### config.mk
export PLATFORM = sky130hd
export DESIGN_NAME = alu_issue_decoder_flat
export DESIGN_NICKNAME = d
export VERILOG_FILES = /design/src/rtl/alu_issue_decoder_pkg.sv /design/src/rtl/alu_issue_decoder_if.sv /design/src/rtl/alu_issue_decoder_mips_alu_ctrl.sv /design/src/rtl/alu_issue_decoder.sv /design/src/flat_wrapper.sv
export SDC_FILE = /design/constraint.sdc
export NUM_CORES = 1
export LEC_CHECK = 0
export CAP_MARGIN = 20
export CORE_MARGIN = 2
export CORE_UTILIZATION = 50
export CTS_BUF_LIST = sky130_fd_sc_hd__clkbuf_16
export DETAILED_ROUTE_END_ITERATION = 6
export PLACE_DENSITY = 0.85
export SYNTH_ARGS = -nofsm -noshare
export SYNTH_HDL_FRONTEND = slang
export SYNTH_SLANG_ARGS = --single-unit
export TNS_END_PERCENT = 20
### constraint.sdc
create_clock -name i_clk -period 2.8 [get_ports i_clk]
set_input_delay 0.28 -clock i_clk [delete_from_list [all_inputs] [get_ports i_clk]]
set_output_delay 0.28 -clock i_clk [all_outputs]
set_load 0.02 [all_outputs]
### src/rtl/alu_issue_decoder_pkg.sv
// Shared header for the ALU issue decoder: ALU funct codes, MIPS opcodes and
// R-type funct fields, memory-op encoding and the decoded bundle type.
package alu_issue_decoder_pkg;

    localparam int DWIDTH    = 32;
    localparam int PC_WIDTH  = 32;
    localparam int IMM_WIDTH = 16;

    localparam logic [4:0] FUNCT_ADD  = 5'd0;
    localparam logic [4:0] FUNCT_SUB  = 5'd1;
    localparam logic [4:0] FUNCT_AND  = 5'd2;
    localparam logic [4:0] FUNCT_OR   = 5'd3;
    localparam logic [4:0] FUNCT_NOR  = 5'd4;
    localparam logic [4:0] FUNCT_SLT  = 5'd5;
    localparam logic [4:0] FUNCT_SLTU = 5'd6;
    localparam logic [4:0] FUNCT_SLL  = 5'd7;
    localparam logic [4:0] FUNCT_SRL  = 5'd8;
    localparam logic [4:0] FUNCT_SRA  = 5'd9;
    localparam logic [4:0] FUNCT_EQ   = 5'd10;
    localparam logic [4:0] FUNCT_NEQ  = 5'd11;
    localparam logic [4:0] FUNCT_GE   = 5'd12;
    localparam logic [4:0] FUNCT_GEU  = 5'd13;
    localparam logic [4:0] FUNCT_ADDU = 5'd14;
    localparam logic [4:0] FUNCT_SUBU = 5'd17;
    localparam logic [4:0] FUNCT_LUI  = 5'd18;
    localparam logic [4:0] FUNCT_JR   = 5'd19;

    localparam logic [5:0] OP_RTYPE = 6'h00;
    localparam logic [5:0] OP_BEQ   = 6'h04;
    localparam logic [5:0] OP_BNE   = 6'h05;
    localparam logic [5:0] OP_ADDI  = 6'h08;
    localparam logic [5:0] OP_ADDIU = 6'h09;
    localparam logic [5:0] OP_SLTI  = 6'h0A;
    localparam logic [5:0] OP_SLTIU = 6'h0B;
    localparam logic [5:0] OP_ANDI  = 6'h0C;
    localparam logic [5:0] OP_ORI   = 6'h0D;
    localparam logic [5:0] OP_LUI   = 6'h0F;
    localparam logic [5:0] OP_LW    = 6'h23;
    localparam logic [5:0] OP_SW    = 6'h2B;

    localparam logic [5:0] RF_SLL  = 6'h00;
    localparam logic [5:0] RF_SRL  = 6'h02;
    localparam logic [5:0] RF_SRA  = 6'h03;
    localparam logic [5:0] RF_SLLV = 6'h04;
    localparam logic [5:0] RF_SRLV = 6'h06;
    localparam logic [5:0] RF_SRAV = 6'h07;
    localparam logic [5:0] RF_JR   = 6'h08;
    localparam logic [5:0] RF_ADD  = 6'h20;
    localparam logic [5:0] RF_ADDU = 6'h21;
    localparam logic [5:0] RF_SUB  = 6'h22;
    localparam logic [5:0] RF_SUBU = 6'h23;
    localparam logic [5:0] RF_AND  = 6'h24;
    localparam logic [5:0] RF_OR   = 6'h25;
    localparam logic [5:0] RF_NOR  = 6'h27;
    localparam logic [5:0] RF_SLT  = 6'h2A;
    localparam logic [5:0] RF_SLTU = 6'h2B;

    typedef enum logic [1:0] {
        MEM_NONE  = 2'b00,
        MEM_LOAD  = 2'b01,
        MEM_STORE = 2'b10
    } mem_e;

    typedef struct packed {
        logic [4:0]           funct;
        logic                 alu_src;
        logic [IMM_WIDTH-1:0] imm;
        logic [DWIDTH-1:0]    data_rs;
        logic [DWIDTH-1:0]    data_rt;
        logic [PC_WIDTH-1:0]  pc;
        logic [4:0]           rd;
        logic                 reg_write;
        logic                 is_branch;
        mem_e                 mem;
        logic                 illegal;
    } issue_bundle_t;

endpackage

### src/rtl/alu_issue_decoder_if.sv
// Upstream/downstream handshake and decoded ALU bundle of one issue lane.
interface alu_issue_decoder_if;
    import alu_issue_decoder_pkg::*;

    logic                 d_i_valid;
    logic                 d_o_ready;
    logic [31:0]          d_i_instr;
    logic [PC_WIDTH-1:0]  d_i_pc;
    logic [DWIDTH-1:0]    d_i_data_rs;
    logic [DWIDTH-1:0]    d_i_data_rt;
    logic                 d_i_flush;
    logic                 d_o_valid;
    logic                 d_i_ready;
    logic [4:0]           d_o_funct;
    logic                 d_o_alu_src;
    logic [IMM_WIDTH-1:0] d_o_imm;
    logic [DWIDTH-1:0]    d_o_data_rs;
    logic [DWIDTH-1:0]    d_o_data_rt;
    logic [PC_WIDTH-1:0]  d_o_pc;
    logic [4:0]           d_o_rd;
    logic                 d_o_reg_write;
    logic                 d_o_is_branch;
    logic [1:0]           d_o_mem;
    logic                 d_o_illegal;

    modport master (
        input  d_i_valid, d_i_instr, d_i_pc, d_i_data_rs, d_i_data_rt, d_i_flush, d_i_ready,
        output d_o_ready, d_o_valid, d_o_funct, d_o_alu_src, d_o_imm, d_o_data_rs,
               d_o_data_rt, d_o_pc, d_o_rd, d_o_reg_write, d_o_is_branch, d_o_mem, d_o_illegal
    );

    modport slave (
        output d_i_valid, d_i_instr, d_i_pc, d_i_data_rs, d_i_data_rt, d_i_flush, d_i_ready,
        input  d_o_ready, d_o_valid, d_o_funct, d_o_alu_src, d_o_imm, d_o_data_rs,
               d_o_data_rt, d_o_pc, d_o_rd, d_o_reg_write, d_o_is_branch, d_o_mem, d_o_illegal
    );

endinterface

### src/rtl/alu_issue_decoder_mips_alu_ctrl.sv
// Combinational MIPS decode: instruction plus register operands in, ALU bundle out.
module mips_alu_ctrl
    import alu_issue_decoder_pkg::*;
(
    input  logic [31:0]         i_instr,
    input  logic [PC_WIDTH-1:0] i_pc,
    input  logic [DWIDTH-1:0]   i_data_rs,
    input  logic [DWIDTH-1:0]   i_data_rt,
    output issue_bundle_t       o_bundle
);

    logic [5:0] w_op;
    logic [5:0] w_fn;
    logic       w_ill;
    logic       w_sh_imm;
    logic       w_sh_var;
    logic [4:0] w_unused_rs_field;

    assign w_op = i_instr[31:26];
    assign w_fn = i_instr[5:0];
    assign w_unused_rs_field = i_instr[25:21];

    always_comb begin
        o_bundle         = '0;
        o_bundle.pc      = i_pc;
        o_bundle.data_rs = i_data_rs;
        o_bundle.data_rt = i_data_rt;
        o_bundle.imm     = i_instr[15:0];
        w_ill            = 1'b0;
        w_sh_imm         = 1'b0;
        w_sh_var         = 1'b0;
        if (w_op == OP_RTYPE) begin
            o_bundle.rd        = i_instr[15:11];
            o_bundle.reg_write = 1'b1;
            case (w_fn)
                RF_ADD:  o_bundle.funct = FUNCT_ADD;
                RF_ADDU: o_bundle.funct = FUNCT_ADDU;
                RF_SUB:  o_bundle.funct = FUNCT_SUB;
                RF_SUBU: o_bundle.funct = FUNCT_SUBU;
                RF_AND:  o_bundle.funct = FUNCT_AND;
                RF_OR:   o_bundle.funct = FUNCT_OR;
                RF_NOR:  o_bundle.funct = FUNCT_NOR;
                RF_SLT:  o_bundle.funct = FUNCT_SLT;
                RF_SLTU: o_bundle.funct = FUNCT_SLTU;
                RF_SLL:  begin o_bundle.funct = FUNCT_SLL; w_sh_imm = 1'b1; end
                RF_SRL:  begin o_bundle.funct = FUNCT_SRL; w_sh_imm = 1'b1; end
                RF_SRA:  begin o_bundle.funct = FUNCT_SRA; w_sh_imm = 1'b1; end
                RF_SLLV: begin o_bundle.funct = FUNCT_SLL; w_sh_var = 1'b1; end
                RF_SRLV: begin o_bundle.funct = FUNCT_SRL; w_sh_var = 1'b1; end
                RF_SRAV: begin o_bundle.funct = FUNCT_SRA; w_sh_var = 1'b1; end
                RF_JR:   begin o_bundle.funct = FUNCT_JR; o_bundle.reg_write = 1'b0; end
                default: w_ill = 1'b1;
            endcase
            // Shifts move the shifted value (rt) onto operand 1.
            if (w_sh_imm || w_sh_var) o_bundle.data_rs = i_data_rt;
            if (w_sh_var) o_bundle.data_rt = i_data_rs;
            if (w_sh_imm) begin
                o_bundle.alu_src = 1'b1;
                o_bundle.imm     = {{(IMM_WIDTH-5){1'b0}}, i_instr[10:6]};
            end
        end else begin
            o_bundle.rd        = i_instr[20:16];
            o_bundle.reg_write = 1'b1;
            o_bundle.alu_src   = 1'b1;
            case (w_op)
                OP_ADDI:  o_bundle.funct = FUNCT_ADD;
                OP_ADDIU: o_bundle.funct = FUNCT_ADDU;
                OP_SLTI:  o_bundle.funct = FUNCT_SLT;
                OP_SLTIU: o_bundle.funct = FUNCT_SLTU;
                OP_LUI:   o_bundle.funct = FUNCT_LUI;
                OP_LW:    begin o_bundle.funct = FUNCT_ADD; o_bundle.mem = MEM_LOAD; end
                OP_SW:    begin
                    o_bundle.funct     = FUNCT_ADD;
                    o_bundle.mem       = MEM_STORE;
                    o_bundle.reg_write = 1'b0;
                end
                // The ALU sign-extends imm, so logical immediates go zero-extended via operand 2.
                OP_ANDI, OP_ORI: begin
                    o_bundle.funct   = (w_op == OP_ANDI) ? FUNCT_AND : FUNCT_OR;
                    o_bundle.alu_src = 1'b0;
                    o_bundle.data_rt = {{(DWIDTH-IMM_WIDTH){1'b0}}, i_instr[15:0]};
                end
                OP_BEQ, OP_BNE: begin
                    o_bundle.funct     = (w_op == OP_BEQ) ? FUNCT_EQ : FUNCT_NEQ;
                    o_bundle.alu_src   = 1'b0;
                    o_bundle.is_branch = 1'b1;
                    o_bundle.reg_write = 1'b0;
                end
                default: w_ill = 1'b1;
            endcase
        end
        if (w_ill) begin
            o_bundle.funct     = FUNCT_ADD;
            o_bundle.alu_src   = 1'b0;
            o_bundle.reg_write = 1'b0;
            o_bundle.is_branch = 1'b0;
            o_bundle.mem       = MEM_NONE;
            o_bundle.illegal   = 1'b1;
        end
    end

endmodule

### src/rtl/alu_issue_decoder.sv
// ID/EX slot of one issue lane: decode, then a 2-entry (main + skid) buffer
// with a registered ready so upstream never sees downstream ready combinationally.
module alu_issue_decoder
    import alu_issue_decoder_pkg::*;
(
    input  logic                i_clk,
    input  logic                i_rst_n,
    alu_issue_decoder_if.master bus
);

    issue_bundle_t w_dec;
    issue_bundle_t r_e0, r_e1, w_e0_nxt, w_e1_nxt;
    logic [1:0]    r_cnt, w_cnt_nxt;
    logic          r_ready;
    logic          w_push, w_pop;

    mips_alu_ctrl u_ctrl (
        .i_instr   (bus.d_i_instr),
        .i_pc      (bus.d_i_pc),
        .i_data_rs (bus.d_i_data_rs),
        .i_data_rt (bus.d_i_data_rt),
        .o_bundle  (w_dec)
    );

    assign w_push = bus.d_i_valid && r_ready;
    assign w_pop  = (r_cnt != 2'd0) && bus.d_i_ready;

    always_comb begin
        w_e0_nxt  = r_e0;
        w_e1_nxt  = r_e1;
        w_cnt_nxt = r_cnt;
        if (bus.d_i_flush) begin
            w_cnt_nxt = 2'd0;
        end else begin
            case ({w_push, w_pop})
                2'b10: begin
                    if (r_cnt == 2'd0) w_e0_nxt = w_dec;
                    else               w_e1_nxt = w_dec;
                    w_cnt_nxt = r_cnt + 2'd1;
                end
                2'b01: begin
                    w_e0_nxt  = r_e1;
                    w_cnt_nxt = r_cnt - 2'd1;
                end
                // Push with pop implies count==1 (ready was high): the head is replaced.
                2'b11: w_e0_nxt = w_dec;
                default: ;
            endcase
        end
    end

    always_ff @(posedge i_clk or negedge i_rst_n) begin
        if (!i_rst_n) begin
            r_e0    <= '0;
            r_e1    <= '0;
            r_cnt   <= 2'd0;
            r_ready <= 1'b1;
        end else begin
            r_e0    <= w_e0_nxt;
            r_e1    <= w_e1_nxt;
            r_cnt   <= w_cnt_nxt;
            r_ready <= (w_cnt_nxt != 2'd2);
        end
    end

    assign bus.d_o_ready     = r_ready;
    assign bus.d_o_valid     = (r_cnt != 2'd0);
    assign bus.d_o_funct     = r_e0.funct;
    assign bus.d_o_alu_src   = r_e0.alu_src;
    assign bus.d_o_imm       = r_e0.imm;
    assign bus.d_o_data_rs   = r_e0.data_rs;
    assign bus.d_o_data_rt   = r_e0.data_rt;
    assign bus.d_o_pc        = r_e0.pc;
    assign bus.d_o_rd        = r_e0.rd;
    assign bus.d_o_reg_write = r_e0.reg_write;
    assign bus.d_o_is_branch = r_e0.is_branch;
    assign bus.d_o_mem       = r_e0.mem;
    assign bus.d_o_illegal   = r_e0.illegal;

endmodule

### src/flat_wrapper.sv
// flat-port wrapper written by rule: the top's interface ports become plain ports
module alu_issue_decoder_flat import alu_issue_decoder_pkg::*;
  (i_clk, i_rst_n, bus_d_i_valid, bus_d_i_instr, bus_d_i_pc, bus_d_i_data_rs, bus_d_i_data_rt, bus_d_i_flush, bus_d_i_ready, bus_d_o_ready, bus_d_o_valid, bus_d_o_funct, bus_d_o_alu_src, bus_d_o_imm, bus_d_o_data_rs, bus_d_o_data_rt, bus_d_o_pc, bus_d_o_rd, bus_d_o_reg_write, bus_d_o_is_branch, bus_d_o_mem, bus_d_o_illegal);
  alu_issue_decoder_if bus_i ();
  input  logic i_clk;
  input  logic i_rst_n;
  input wire logic [$bits(bus_i.d_i_valid)-1:0] bus_d_i_valid;
  input wire logic [$bits(bus_i.d_i_instr)-1:0] bus_d_i_instr;
  input wire logic [$bits(bus_i.d_i_pc)-1:0] bus_d_i_pc;
  input wire logic [$bits(bus_i.d_i_data_rs)-1:0] bus_d_i_data_rs;
  input wire logic [$bits(bus_i.d_i_data_rt)-1:0] bus_d_i_data_rt;
  input wire logic [$bits(bus_i.d_i_flush)-1:0] bus_d_i_flush;
  input wire logic [$bits(bus_i.d_i_ready)-1:0] bus_d_i_ready;
  output wire logic [$bits(bus_i.d_o_ready)-1:0] bus_d_o_ready;
  output wire logic [$bits(bus_i.d_o_valid)-1:0] bus_d_o_valid;
  output wire logic [$bits(bus_i.d_o_funct)-1:0] bus_d_o_funct;
  output wire logic [$bits(bus_i.d_o_alu_src)-1:0] bus_d_o_alu_src;
  output wire logic [$bits(bus_i.d_o_imm)-1:0] bus_d_o_imm;
  output wire logic [$bits(bus_i.d_o_data_rs)-1:0] bus_d_o_data_rs;
  output wire logic [$bits(bus_i.d_o_data_rt)-1:0] bus_d_o_data_rt;
  output wire logic [$bits(bus_i.d_o_pc)-1:0] bus_d_o_pc;
  output wire logic [$bits(bus_i.d_o_rd)-1:0] bus_d_o_rd;
  output wire logic [$bits(bus_i.d_o_reg_write)-1:0] bus_d_o_reg_write;
  output wire logic [$bits(bus_i.d_o_is_branch)-1:0] bus_d_o_is_branch;
  output wire logic [$bits(bus_i.d_o_mem)-1:0] bus_d_o_mem;
  output wire logic [$bits(bus_i.d_o_illegal)-1:0] bus_d_o_illegal;
  assign bus_i.d_i_valid = bus_d_i_valid;
  assign bus_i.d_i_instr = bus_d_i_instr;
  assign bus_i.d_i_pc = bus_d_i_pc;
  assign bus_i.d_i_data_rs = bus_d_i_data_rs;
  assign bus_i.d_i_data_rt = bus_d_i_data_rt;
  assign bus_i.d_i_flush = bus_d_i_flush;
  assign bus_i.d_i_ready = bus_d_i_ready;
  assign bus_d_o_ready = bus_i.d_o_ready;
  assign bus_d_o_valid = bus_i.d_o_valid;
  assign bus_d_o_funct = bus_i.d_o_funct;
  assign bus_d_o_alu_src = bus_i.d_o_alu_src;
  assign bus_d_o_imm = bus_i.d_o_imm;
  assign bus_d_o_data_rs = bus_i.d_o_data_rs;
  assign bus_d_o_data_rt = bus_i.d_o_data_rt;
  assign bus_d_o_pc = bus_i.d_o_pc;
  assign bus_d_o_rd = bus_i.d_o_rd;
  assign bus_d_o_reg_write = bus_i.d_o_reg_write;
  assign bus_d_o_is_branch = bus_i.d_o_is_branch;
  assign bus_d_o_mem = bus_i.d_o_mem;
  assign bus_d_o_illegal = bus_i.d_o_illegal;
  alu_issue_decoder u_core (.i_clk(i_clk), .i_rst_n(i_rst_n), .bus(bus_i));
endmodule
==> metrics.yaml <==
synth.area.top_cells: "dfrtp_1 53%, o21ai_0 8.7%, nand2_1 8.0%"
drt-total-wl_um: 37450
skew_ps: 11.17
grt_util_met1: 0.3682
p_seq_frac: 0.375
synth-edff-count: 0
nNetsFinal: 1682
syn_inst: 1320
die_x_um: 160.1
synth-compound-area-share: 0.1827
place_congestion: 0.9187
antenna_left: 0
synthToLayoutAreaGrowth_pct: 32.65
worstMarginPinSlew_ps: 703.4
peakVddDrop_mv: 0.8833
die-area_mm2: 0.02564
worst_setup_path_start_kind: "flip-flop"
synth_seq_cells: 259
cap_violations: 0
rsz0062_at_grt: "no"
synth_top_flop_cell: "dfrtp_1"
portBuffers: 257
clock_power_share: 0.220
p_int_mw: 10.62
async_flop_share: 1.000
final-seq-area_mm2: 0.006482
fillers: 1883
cts_tree: "built"
antenna_found_initial: 1
die_h_um: 160.1
htree_levels: 1
crit_arrival_ps: 2840
clk_pin_slew_worst_paths_ps: 60
use_met3: 0.06468
multi_input_area_mm2: 0.005274
finalHoldViolations: 0
grt_pass1_wl_um: 59610
power_mw: 17.13
yosys.area_share.simple: 0.1749
yosys.area.top_type_share: 0.5298
hp-class: "in -> async"
p_leak_nw: 7.187
crit_type: "reg -> reg"
cts-resized-gates: 0
synth_mux_area_frac: 0.06838
power.switching_mw: 6.514
setup_violations: 0
dr.pass1.iters: 5
ys_warn_count: 0
netlist.top_cell.by_area: "dfrtp_1"
layout_min_cycle_time_ps: 2412
combPwrFrac: 0.405
coreArea_mm2: 0.02411
start_util: 0.5055
power_density_mw_per_mm2: 1060
synthXorXnorAreaFrac: 0.002156
cts-root-buf: "clkbuf_16"
drc: 0
endpoint_kind: "flip-flop"
synth_fp_nets: 1455
fin_tns_setup_ps: 0
slew_headroom: 0.5293
avgSynthCellArea_um2: 9.231
grt_overflow: 0
cts.sinks: 259
status: "finished clean"
cts_max_path_buffers: 3
clock_latency_ps: 540
drt_iter0_markers: 1055
grt_max_degree: 91
drv_slew: 0
synth_fa_ha_area_frac: 0.002054
worstPathRequired_ps: 3230
top_usage_layer: "met2"
syn-cell-area_mm2: 0.01219
wl_per_cell_um: 19.79
seq_area_frac_synth: 0.5320
synth_top_family_by_area: "compound AO/OA/AOI/OAI gates"
drive_above_1_share: 0.07211
vias: 11170
cts-buffers-inserted: 27
hpwl_um: 25330
p_sw_frac: 0.3802
ios: 263
placementRows: 57
via_per_inst: 5.902
use_met2: 0.4616
grt_use_total: 0.2884
finalCritPeriodShare: 0.8615
ys_types: 57
crit_fanout: 44
grt_pass1_vias: 11290
fmax_mhz: 414.6
[layout make-up]
| type | count | share of cell area |
|---|---|---|
| Antenna cell | 1 | 0.0001548 |
| Clock buffer | 27 | 0.04180 |
| Clock inverter | 22 | 0.01525 |
| Inverter | 6 | 0.001393 |
| Multi-Input combinational cell | 951 | 0.3263 |
| Sequential cell | 259 | 0.4010 |
| Tap cell | 324 | 0.02508 |
| Timing Repair Buffer | 302 | 0.1890 |
[state kept, by name (all words and copies together), names as in the netlist]
name	count
u_core.bus.d_o_alu_src	1
u_core.bus.d_o_mem	2
u_core.bus.d_o_rd	5
u_core.bus.d_o_data_rt	32
u_core.r_e1	128
u_core.bus.d_o_ready	1
u_core.bus.d_o_illegal	1
u_core.bus.d_o_pc	32
u_core.bus.d_o_reg_write	1
u_core.bus.d_o_data_rs	32
u_core.bus.d_o_is_branch	1
u_core.bus.d_o_imm	16
u_core.bus.d_o_funct	5
u_core.r_cnt	2
[repair_timing]
item | CTS | global route
buffers inserted | 0 | 0
setup endpoints to repair | 0 | 0
endpoints found under the hold margin | 50 | 0
hold buffers | 1 | 0
[placed cells by master (no fill, tap or decap), drive strengths merged, types with 3 or more instances in the layout]
master,instances
a21o,3
or3,4
a21boi,17
o21ai,216
inv,9
mux2i,72
nand3,24
o31ai,7
a31oi,4
clkbuf,27
nand2,261
mux2,10
a21oi,120
bufinv,5
nor4,3
or2,5
clkinv,11
buf,45
and3,67
a221oi,3
and3b,3
clkdlybuf4s50,256
dfrtp,258
nand2b,20
a211oi,3
clkinvlp,3
nor3,7
nor2b,7
o221ai,15
nor2,49
[power by group through the flow]
| stage | combinational (mW) | clock (mW) | sequential (mW) |
|---|---|---|---|
| 4_1_cts | 6.95 | 3.80 | 6.40 |
| 6_report | 6.94 | 3.77 | 6.43 |
| 3_3_place_gp | 6.68 | 0 | 6.35 |
| 3_5_place_dp | 6.89 | 0 | 6.44 |
| 2_1_floorplan | 2.68 | 0 | 7.28 |
| 5_1_grt | 7.54 | 3.95 | 6.60 |
[metrics by stage]
stage | area [um^2] | instances | setup slack, ps | util | hold WS, ps
final | 16160 | 1892 | 387.8 | 0.6706 | 253.0
after floorplan | 12190 | 1320 | 794.5 | - | -15.59
after global placement | 15220 | 1840 | 158.0 | 0.6315 | 224.0
after global routing | 16160 | 1892 | 272.4 | 0.6706 | 297.7
after detailed placement | 15220 | 1840 | 37.16 | 0.6315 | 225.6
after CTS | 16150 | 1890 | 221.8 | 0.6701 | 261.0
[worst paths after layout]
check,end,start,slack [ps],depth (start not counted)
max,u_core.bus.d_o_data_rt[11],u_core.r_cnt[0],390,8
min in group i_clk,u_core.r_e1[15],bus_d_i_pc[5],290,3
min,u_core.bus.d_o_data_rs[21],i_rst_n,250,2
max in group asynchronous,u_core.bus.d_o_pc[12],i_rst_n,1710,3
min reg2reg,u_core.r_e1[87],u_core.r_e1[87],470,2
max reg2reg,u_core.bus.d_o_data_rt[11],u_core.r_cnt[0],390,8
[cell usage after synthesis, types with 3 or more instances]
cell and count:
nor4_1 3, a211oi_1 3, clkbuf_1 75, nand3_1 24, and3b_1 3, nor2_1 48, a21boi_0 17, mux2i_1 72
mux2_2 10, nor3_1 5, buf_1 5, o31ai_1 7, inv_1 6, or2_2 5, dfrtp_1 258, nor2b_1 7
a21oi_1 120, or3_1 4, and3_1 67, buf_6 3, a31oi_1 4, nand2_1 261, o221ai_1 15, nand2b_1 20
o21ai_0 213, buf_2 21, a221oi_1 3, a21o_1 3
[critical path: stages, from the launching register on]
cell,delay [ps]
dfrtp_1,430
o21ai_1,370
inv_1,140
ha_4,220
buf_4,230
inv_1,100
nand2_1,230
buf_12,280
o21ai_0,280
[kinds of logic after synthesis]
kind of cell	count (synthesis)
and+or+nand+nor	460
AOI/OAI and AO/OA	404
DFF	259
buffers and inverters	110
muxes	82
xor gates and xnor gates	3
adders and majority gates	2
[metal layers]
metal / vias up / share of wire
met2: 542 / 0.47
met1: 5421 / 0.39
met5: - / 0
met3: 144 / 0.082
met4: 0 / 0.057
li1: 5059 / -
Power figures use the tool's default switching activity.
